$ cat config.mk
export PLATFORM = sky130hd
export DESIGN_NAME = acc_int_add
export DESIGN_NICKNAME = d
export VERILOG_FILES = /design/src/rtl/acc_int_add_pkg.sv /design/src/rtl/acc_cla4_group.sv /design/src/rtl/acc_int_add.sv
export SDC_FILE = /design/constraint.sdc
export NUM_CORES = 1
export LEC_CHECK = 0
export ABC_AREA = 1
export CAP_MARGIN = 15
export CORE_UTILIZATION = 40
export DETAILED_ROUTE_END_ITERATION = 8
export PLACE_DENSITY_LB_ADDON = 0.2
export SLEW_MARGIN = 25
export SYNTH_ARGS = -nofsm -noshare
export SYNTH_HDL_FRONTEND = slang
export SYNTH_HIERARCHICAL = 1
export SYNTH_SLANG_ARGS = --single-unit
$ cat constraint.sdc
create_clock -name vclk -period 5.91
set_input_delay 1.4775 -clock vclk [all_inputs]
set_output_delay 1.4775 -clock vclk [all_outputs]
set_load 0.1 [all_outputs]
$ cat src/rtl/acc_int_add_pkg.sv
// Shared constants and helpers for the exact integer adder and its lookahead slices.
// Group size is fixed at 4 bits; the group count rounds the operand width up.
package acc_int_add_pkg;

  localparam int CLA_GRP = 4;

  function automatic int cla_num_groups(input int width);
    return (width + CLA_GRP - 1) / CLA_GRP;
  endfunction

endpackage

$ cat src/rtl/acc_cla4_group.sv
// 4-bit carry-lookahead slice: internal carries from bit generate/propagate terms,
// plus group generate/propagate for the group-level carry ripple in the parent.
module acc_cla4_group
  import acc_int_add_pkg::*;
(
  input  logic [CLA_GRP-1:0] a,
  input  logic [CLA_GRP-1:0] b,
  input  logic               cin,
  output logic [CLA_GRP-1:0] s,
  output logic               g,
  output logic               p,
  output logic               cout
);

  logic [CLA_GRP-1:0] bit_g;
  logic [CLA_GRP-1:0] bit_p;
  logic [CLA_GRP-1:0] bit_c;

  assign bit_g = a & b;
  assign bit_p = a ^ b;

  // Every carry is a flat sum of products over cin, so no ripple inside the slice.
  assign bit_c[0] = cin;
  assign bit_c[1] = bit_g[0]
                  | (bit_p[0] & cin);
  assign bit_c[2] = bit_g[1]
                  | (bit_p[1] & bit_g[0])
                  | (bit_p[1] & bit_p[0] & cin);
  assign bit_c[3] = bit_g[2]
                  | (bit_p[2] & bit_g[1])
                  | (bit_p[2] & bit_p[1] & bit_g[0])
                  | (bit_p[2] & bit_p[1] & bit_p[0] & cin);

  assign g = bit_g[3]
           | (bit_p[3] & bit_g[2])
           | (bit_p[3] & bit_p[2] & bit_g[1])
           | (bit_p[3] & bit_p[2] & bit_p[1] & bit_g[0]);
  assign p = &bit_p;

  assign cout = g | (p & cin);
  assign s    = bit_p ^ bit_c;

endmodule

$ cat src/rtl/acc_int_add.sv
// Exact W-bit adder built from 4-bit lookahead slices with a rippled group carry;
// {co, c} = a + b, optionally registered one cycle behind the operands.
module acc_int_add
  import acc_int_add_pkg::*;
#(
  parameter int DATA_PATH_BITWIDTH = 32,
  parameter int OUT_REG            = 0
) (
  input  logic                          clk,
  input  logic                          rst,
  input  logic [DATA_PATH_BITWIDTH-1:0] a,
  input  logic [DATA_PATH_BITWIDTH-1:0] b,
  output logic [DATA_PATH_BITWIDTH-1:0] c,
  output logic                          co
);

  localparam int W  = DATA_PATH_BITWIDTH;
  localparam int NG = cla_num_groups(W);
  localparam int PW = NG * CLA_GRP;

  logic [PW-1:0] a_pad;
  logic [PW-1:0] b_pad;
  logic [PW-1:0] sum_pad;
  logic [NG-1:0] grp_g;
  logic [NG-1:0] grp_p;
  logic [NG-1:0] grp_cout;
  logic [NG:0]   grp_c;
  logic [PW:0]   sum_ext;
  logic [W-1:0]  c_p0;
  logic          co_p0;

  // Zero padding in the top group has p=g=0, so its lowest padded sum bit is exactly the carry into bit W.
  assign a_pad = PW'(a);
  assign b_pad = PW'(b);

  assign grp_c[0] = 1'b0;

  for (genvar i = 0; i < NG; i++) begin : g_grp
    acc_cla4_group u_grp (
      .a    (a_pad[i*CLA_GRP +: CLA_GRP]),
      .b    (b_pad[i*CLA_GRP +: CLA_GRP]),
      .cin  (grp_c[i]),
      .s    (sum_pad[i*CLA_GRP +: CLA_GRP]),
      .g    (grp_g[i]),
      .p    (grp_p[i]),
      .cout (grp_cout[i])
    );
    assign grp_c[i+1] = grp_g[i] | (grp_p[i] & grp_c[i]);
  end

  assign sum_ext = {grp_c[NG], sum_pad};
  assign c_p0    = sum_ext[W-1:0];
  assign co_p0   = sum_ext[W];

  // ---- stage p0 -> p1: optional output register ----
  if (OUT_REG != 0) begin : g_reg
    logic [W-1:0] c_p1;
    logic         co_p1;

    always_ff @(posedge clk or negedge rst) begin
      if (!rst) begin
        c_p1  <= '0;
        co_p1 <= 1'b0;
      end else begin
        c_p1  <= c_p0;
        co_p1 <= co_p0;
      end
    end

    assign c  = c_p1;
    assign co = co_p1;
  end else begin : g_comb
    assign c  = c_p0;
    assign co = co_p0;
  end

  // Slice carry-outs duplicate the group ripple; padding sum bits and, in the
  // combinational build, clk/rst have no reader.
  logic unused_ok;
  assign unused_ok = &{1'b0, clk, rst, grp_cout, sum_ext};

endmodule

# Word level (Yosys, flattened, before mapping)
# Cells that the tools add are included.
# totals
register_bits	0
input_bits	66
output_inout_bits	33
# classes
n_bitwise	214
n_reduce_logical	7
# ops
op	count
AND 1 bit	114
OR 1 bit	76
XOR 4 bit	16
AND 4 bit	8
AND reduction 4 bit	7

# Depth between registers and ports, before layout
# Gate-level depths: netlist of run 1.
# depth
word_depth	20
depth_mapped	21
ltp_nobuf	21

# Cells and area by module
# Netlist of run 1, hierarchy kept.
# by_module_without_submodules
module	n_inst	cells_per_inst	area_per_inst_um2
acc_cla4_group	8	37	212.7
acc_int_add	1	22	110.1

# Worst setup path before layout of run 1
# No wires, ideal clock.
# synth_path
path_kind	in2out
startpoint	in a[2]
endpoint	out c[29]
t_arrival_ps	4994
path_slack_ps	-561
stages	19
cell_sequence	ha_1 nand2_1 o21bai_1 nand2_1 nand2_1 nand2_2 nand2_2 nand2_2 nand2_2 nand2_2 nand2_2 nand2_2 nand2_2 nand2_2 nand2_2 nand2_2 inv_1 fa_1 xnor2_1
# synth_via
elab_chain_cells	20
elab_cells_between_ends	25
cone_classes	bitwise (25)
# synth_rtl
item	line_no	rtl
start, declared	acc_int_add.sv:11	input logic [DATA_PATH_BITWIDTH-1:0] a,
AND 4 bit / XOR 4 bit (equally long branches)	acc_cla4_group.sv:19, acc_cla4_group.sv:20	
AND 1 bit (on tied branches)	acc_cla4_group.sv:35, acc_cla4_group.sv:36, acc_cla4_group.sv:37	
OR 1 bit (tied with other cells)	acc_cla4_group.sv:35	| (bit_p[3] & bit_g[2])
OR 1 bit / AND 1 bit (equally long branches)	acc_cla4_group.sv:36, acc_cla4_group.sv:37	
OR 1 bit (*)	acc_cla4_group.sv:37	| (bit_p[3] & bit_p[2] & bit_p[1] & bit_g[0]);
named net grp_c[1]	acc_int_add.sv:27	logic [NG:0] grp_c;
AND 1 bit (*)	-	
OR 1 bit (*)	-	
named net grp_c[2]	acc_int_add.sv:27	
(+2 left out)	-	
named net grp_c[3]	acc_int_add.sv:27	
(+2 left out)	-	
named net grp_c[4]	acc_int_add.sv:27	
(+2 left out)	-	
named net grp_c[5]	acc_int_add.sv:27	
(+1 left out)	-	
OR 1 bit (*)	-	
named net grp_c[6]	acc_int_add.sv:27	
AND 1 bit (*)	-	
OR 1 bit (*)	-	
named net grp_c[7]	acc_int_add.sv:27	
AND 1 bit (*)	acc_cla4_group.sv:25	| (bit_p[0] & cin);
OR 1 bit (*)	acc_cla4_group.sv:25	
XOR 4 bit (*)	acc_cla4_group.sv:41	assign s = bit_p ^ bit_c;
end, declared	acc_int_add.sv:13	output logic [DATA_PATH_BITWIDTH-1:0] c,
# The timed path passes the listed nets; every way through them passes the cells marked *.

# Worst setup path after layout of run 1
# layout_path
startpoint	in a[3]
endpoint	out c[29]
# layout_via
elab_chain_cells	20
elab_cells_between_ends	25
cone_classes	bitwise (25)
# layout_rtl
item	line_no	rtl
XOR 4 bit	acc_cla4_group.sv:20	assign bit_p = a ^ b;
AND 1 bit (on tied branches)	acc_cla4_group.sv:35, acc_cla4_group.sv:36, acc_cla4_group.sv:37	
OR 1 bit (tied with other cells)	acc_cla4_group.sv:35	
OR 1 bit / AND 1 bit (equally long branches)	acc_cla4_group.sv:36, acc_cla4_group.sv:37	
OR 1 bit (*)	acc_cla4_group.sv:37	
named net grp_c[1]	acc_int_add.sv:27	
AND 1 bit (*)	-	
OR 1 bit (*)	-	
named net grp_c[2]	acc_int_add.sv:27	
(+2 left out)	-	
named net grp_c[3]	acc_int_add.sv:27	
(+2 left out)	-	
named net grp_c[4]	acc_int_add.sv:27	
(+2 left out)	-	
named net grp_c[5]	acc_int_add.sv:27	
(+1 left out)	-	
OR 1 bit (*)	-	
named net grp_c[6]	acc_int_add.sv:27	
AND 1 bit (*)	-	
OR 1 bit (*)	-	
named net grp_c[7]	acc_int_add.sv:27	
AND 1 bit (*)	acc_cla4_group.sv:25	
OR 1 bit (*)	acc_cla4_group.sv:25	
XOR 4 bit (*)	acc_cla4_group.sv:41	
# Marks and branches as above.

==> results.cfg, run 1 <==
[final_layout]
finish.net_count = 511
n_sequential_cell = 0
regArea_um2 = 0
clock_buffers = 0
final_layout_size_suffix_gt1_frac = 0.1588
synthToLayoutAreaGrowth_pct = 77.31
layout.cells.non_filler = 453
n_antenna_cell = 0
design_area_final_um2 = 3070

[critical_path]
timing.critical_path.from = a[3]
worst_ep_required_time_ns = 4.43
category_of_the_most_critical_setup_path = in2out
setup.worst_path.end = c[29]
timing.critical_path.to_type = output port
data_arrival_time_at_the_worst_slack_endpoint_ns = 4.23
worstPathMaxFanout = 4
timing.critical_path.from_type = input pin

[route]
number_of_violations_reported_at_the_end_of_detailed_routing_iteration_0 = 50
wl_per_cell_um = 10.04
post_drt_via_cell_ratio = 4.671
firstDrtPassIters = 4
finalWirelength_mm = 4.548
detailroute.via_count = 2116
remaining_drc_errors = 0
drt.antenna.violating_nets = 0

[sta]
slew_violations = 0
post-route-period-util = 0.9660
period_minus_slack_ns = 5.709
hold_viol_final = 0
timing.setup.tns_ns = 0
fmaxAchievable_mhz = 175.2
setup_viol_count_final = 0

[global_route]
track_usage = 0.1953
grt_antenna_before_repair = 0
first_pass_grt_wire_length_mm = 7.314
via_count_of_the_first_global_routing_pass = 1924
gr-total-overflow = 0
grt_max_degree = 6

[die]
core_region_area_um2 = 4086
io-pin-count = 99
die_area_um2 = 4596
site_rows = 23
initial_core_util = 0.4238
dieWidth_um = 67.80
die_y_um = 67.80

[clock_tree]
number_of_buffers_added_to_fix_hold_violations_after_cts = 0

[place]
post-dp-hpwl_mm = 4.058
post_dp_cell_area_um2 = 2998
routabilityCongestion = 0.8046
placed_cells = 451
place.port_buffers = 97

[synthesis]
synth.yosys.warnings = 6
netlist_instances = 300
netlist_area_um2 = 1732
syn_avg_cell_area_um2 = 5.772

[hold_path]
hold_class = in2out

[power]
vdd_ir_drop_max_uv = 157.8
power.density_nw_per_um2 = 236.1
leakagePower_uw = 0.001730

[job]
cap_viol_max_count = 0

[run_status]
run_status = completed
-- where the power goes --
| part | switching, µW | internal, µW |
|---|---|---|
| logic | 477 | 248 |
| clock network | 0 | 0 |
| registers | 0 | 0 |
| total | 477 | 248 |
-- cell usage in the layout (no fill, tap or decap) --
cell type                          n
sky130_fd_sc_hd__or2_0             8
sky130_fd_sc_hd__conb_1            3
sky130_fd_sc_hd__nand2_4           1
sky130_fd_sc_hd__nand3_1          24
sky130_fd_sc_hd__nor2_1           16
sky130_fd_sc_hd__clkdlybuf4s50_1  64
sky130_fd_sc_hd__fa_1              7
sky130_fd_sc_hd__buf_4            16
sky130_fd_sc_hd__ha_1             28
sky130_fd_sc_hd__inv_1            63
sky130_fd_sc_hd__nand2_1          98
sky130_fd_sc_hd__xnor2_1           4
sky130_fd_sc_hd__fa_2              1
sky130_fd_sc_hd__nand4_1           8
sky130_fd_sc_hd__nand2_2          10
sky130_fd_sc_hd__a21oi_1           8
sky130_fd_sc_hd__nor2_2            7
sky130_fd_sc_hd__xnor2_2           4
sky130_fd_sc_hd__ha_4              4
sky130_fd_sc_hd__buf_12           21
sky130_fd_sc_hd__o21bai_1          8
-- area by class of cell --
type,instances,area [µm²]
Multi-Input combinational cell,239,1590
Timing Repair Buffer,101,1181
Fill cell,335,1016
Inverter,63,236.5
Tap cell,50,62.56
-- metal layers --
metal | vias up | wire length (µm) | global-route usage
met5 | - | 0 | 0
met4 | 0 | 25 | 0.01302
met3 | 2 | 272 | 0.02196
met2 | 58 | 2331 | 0.3775
met1 | 922 | 1918 | 0.2363
li1 | 1134 | - | -
-- metrics by stage --
stage | setup WS (ns) | utilization | hold WS (ns) | power, µW
after floorplan | 0.07912 | - | 3.515 | 482.1
after global placement | 0.1256 | 0.7336 | 3.835 | 708.7
after detailed placement | 0.07833 | 0.7336 | 3.858 | 718.8
after CTS | 0.06771 | 0.7336 | 3.859 | 720.4
after global routing | -0.01413 | 0.7514 | 3.890 | 765.2
final | 0.2007 | 0.7514 | 3.850 | 725.0
-- worst min-delay path by stage --
stage               startpoint    end  slack [ns]  cells after the start
global placement         b[16]  c[16]        3.84                      5
floorplan                 b[0]   c[0]        3.51                      3
detailed placement       b[12]  c[12]        3.86                      5
finish                   a[20]  c[20]        3.85                      5
CTS                      a[20]  c[20]        3.86                      5
global route             a[12]  c[12]        3.89                      5
-- worst max-delay path, cell delays in order --
cell                              delay, ns
sky130_fd_sc_hd__clkdlybuf4s50_1       0.45
sky130_fd_sc_hd__ha_4                  0.30
sky130_fd_sc_hd__nand2_1               0.04
sky130_fd_sc_hd__o21bai_1              0.14
sky130_fd_sc_hd__nand2_1               0.11
sky130_fd_sc_hd__nand2_1               0.07
sky130_fd_sc_hd__nand2_2               0.10
sky130_fd_sc_hd__nand2_2               0.06
sky130_fd_sc_hd__nand2_2               0.09
sky130_fd_sc_hd__nand2_2               0.05
sky130_fd_sc_hd__nand2_2               0.09
sky130_fd_sc_hd__nand2_2               0.07
sky130_fd_sc_hd__nand2_4               0.08
sky130_fd_sc_hd__nand2_2               0.05
sky130_fd_sc_hd__nand2_2               0.09
sky130_fd_sc_hd__nand2_2               0.06
sky130_fd_sc_hd__nand2_2               0.08
sky130_fd_sc_hd__inv_1                 0.06
sky130_fd_sc_hd__fa_2                  0.35
sky130_fd_sc_hd__xnor2_2               0.21
sky130_fd_sc_hd__buf_12                0.20
-- what timing repair did --
| item | 4_1_cts | 5_1_grt |
|---|---|---|
| setup buffers | 0 | 2 |
| endpoints found under the setup margin | 0 | 3 |
| gates resized for setup | 0 | 6 |
(Power assumes the default switching activity.)
==> run 2: changes to the inputs <==
--- a/config.mk
+++ b/config.mk
@@ -10,6 +10,8 @@
 export CORE_UTILIZATION = 40
 export DETAILED_ROUTE_END_ITERATION = 8
 export PLACE_DENSITY_LB_ADDON = 0.2
+export RECOVER_POWER = 100
+export REMOVE_ABC_BUFFERS = 1
 export SLEW_MARGIN = 25
 export SYNTH_ARGS = -nofsm -noshare
 export SYNTH_HDL_FRONTEND = slang
==> results.cfg, run 2 (same netlist as run 1, synthesis figures left out) <==
[route]
finalWirelength_mm = 4.597
remaining_drc_errors = 0
detailroute.via_count = 2119
wl_per_cell_um = 10.17
post_drt_via_cell_ratio = 4.688
number_of_violations_reported_at_the_end_of_detailed_routing_iteration_0 = 57
firstDrtPassIters = 4
drt.antenna.violating_nets = 0

[sta]
post-route-period-util = 0.9723
tightest_slew_ns = 1.189
period_minus_slack_ns = 5.746
hold_viol_final = 0
setup_slack_ns = 0.1640
slew-limit-headroom = 0.2104
fmaxAchievable_mhz = 174.0
hold-worst-slack_ns = 3.881
slew_violations = 0
setup_viol_count_final = 0

[final_layout]
final_layout_size_suffix_gt1_frac = 0.1244
final_core_utilization = 0.6718
fill_cells = 378
synthToLayoutAreaGrowth_pct = 58.53
clock_buffers = 0
layout.cells.most_common_list = sky130_fd_sc_hd__nand2_1 (98), sky130_fd_sc_hd__clkdlybuf4s50_1 (64), sky130_fd_sc_hd__inv_1 (63)
most_frequent_standard_cell_in_the_layout_excluding_fill_and_tap_cells = sky130_fd_sc_hd__nand2_1
regArea_um2 = 0
n_antenna_cell = 0
n_sequential_cell = 0
multi_input_area_um2 = 1568
finish.net_count = 510

[power]
leakagePower_uw = 0.001600
vdd_ir_drop_max_uv = 183.0
power.density_nw_per_um2 = 225.0

[run_status]
run_status = completed

[critical_path]
timing.critical_path.from = a[7]
logic_depth_of_the_worst_path_buffers_included = 21
category_of_the_most_critical_setup_path = in2out
setup.worst_path.end = c[29]
timing.critical_path.to_type = output port
crit_path_cell_trace = clkdlybuf4s50_1 > ha_4 > nand2_1 > o21bai_1 > nand2_1 > inv_1 > nand2_2 > nand2_2 > nand2_2 > nand2_2 > nand2_2 > nand2_2 > nand2_4 > nand2_2 > nand2_2 > nand2_2 > nand2_2 > inv_1 > fa_2 > xnor2_2 > buf_12
worst_ep_required_time_ns = 4.43
worst_path_slowest_cell = sky130_fd_sc_hd__clkdlybuf4s50_1
timing.critical_path.from_type = input pin
crit_buf_inv = 4
data_arrival_time_at_the_worst_slack_endpoint_ns = 4.27
cpLargestDelayFamily = simple AND/OR/NAND/NOR gates
worstPathMaxFanout = 4
crit_top_cell = sky130_fd_sc_hd__nand2_2
timing.critical_path.slowest_cell_delay_ns = 0.47

[global_route]
via_count_of_the_first_global_routing_pass = 1869
grt_antenna_before_repair = 0
first_pass_grt_wire_length_mm = 7.224
track_usage = 0.1925
grt_max_degree = 6
gr-total-overflow = 0

[hold_path]
hold_start = b[28]
hold_class = in2out

[die]
die_area_um2 = 4596
dieWidth_um = 67.80
core_region_area_um2 = 4086
die_y_um = 67.80
site_rows = 23
io-pin-count = 99
initial_core_util = 0.4238

[place]
pre_cts_slack_ns = 0.08580
routabilityCongestion = 0.8608
place.port_buffers = 97
post-dp-hpwl_mm = 4.010

[job]
cap_viol_max_count = 0
run 2: cell count changes in the layout (fill, tap and decap cells not counted), sizes merged:
| cell | before | now |
|---|---|---|
| buf | 37 | 10 |
| clkbuf | 0 | 24 |
| dlymetal6s2s | 0 | 2 |
run 2: per-layer routing:
metal / vias up / part of all wire / global-route usage
met5: - / 0 / 0
met2: 60 / 0.52 / 0.3762
li1: 1134 / - / -
met1: 925 / 0.41 / 0.2333
met4: 0 / 0 / 0
met3: 0 / 0.068 / 0.02365
run 2: report_power, final:
group          internal, µW  switching [µW]  total [µW]
clock                     0               0           0
combinational           156             462         618
sequential                0               0           0
total                   156             462         618
run 2: cell type report:
cell class / instances / share of cell area
Multi-Input combinational cell: 239 / 0.5711
Tap cell: 50 / 0.02279
Timing Repair Buffer: 100 / 0.3200
Inverter: 63 / 0.08614
run 2: metrics by stage:
stage	area (µm²)	total power (µW)	setup TNS [ns]	cells
2_1_floorplan	1739	475.8	-0.9251	302
3_3_place_gp	2975	703.8	0	452
3_5_place_dp	2975	711.5	0	452
4_1_cts	2975	712.8	0	452
5_1_grt	2745	655.4	-0.04856	452
6_report	2745	617.7	0	452
run 2: tightest hold or removal path, stage by stage:
cell and delay, ns:
sky130_fd_sc_hd__clkdlybuf4s50_1 0.43, sky130_fd_sc_hd__inv_1 0.09, sky130_fd_sc_hd__fa_2 0.19, sky130_fd_sc_hd__inv_1 0.05
sky130_fd_sc_hd__buf_8 0.17
run 2: what timing repair did:
| item | CTS | global route |
|---|---|---|
| hold buffers | 0 | 0 |
| endpoints found under the setup margin | 0 | 2 |
| buffers inserted | 0 | 0 |
| gates resized for setup | 0 | 7 |
run 2: how the worst min path moves through the flow:
stage            end  depth (start not counted)  slack (ns)
2_1_floorplan   c[0]                          3        3.51
3_3_place_gp   c[16]                          5        3.83
3_5_place_dp   c[28]                          5        3.85
4_1_cts        c[28]                          5        3.85
5_1_grt        c[28]                          5        3.94
6_report       c[28]                          5        3.88
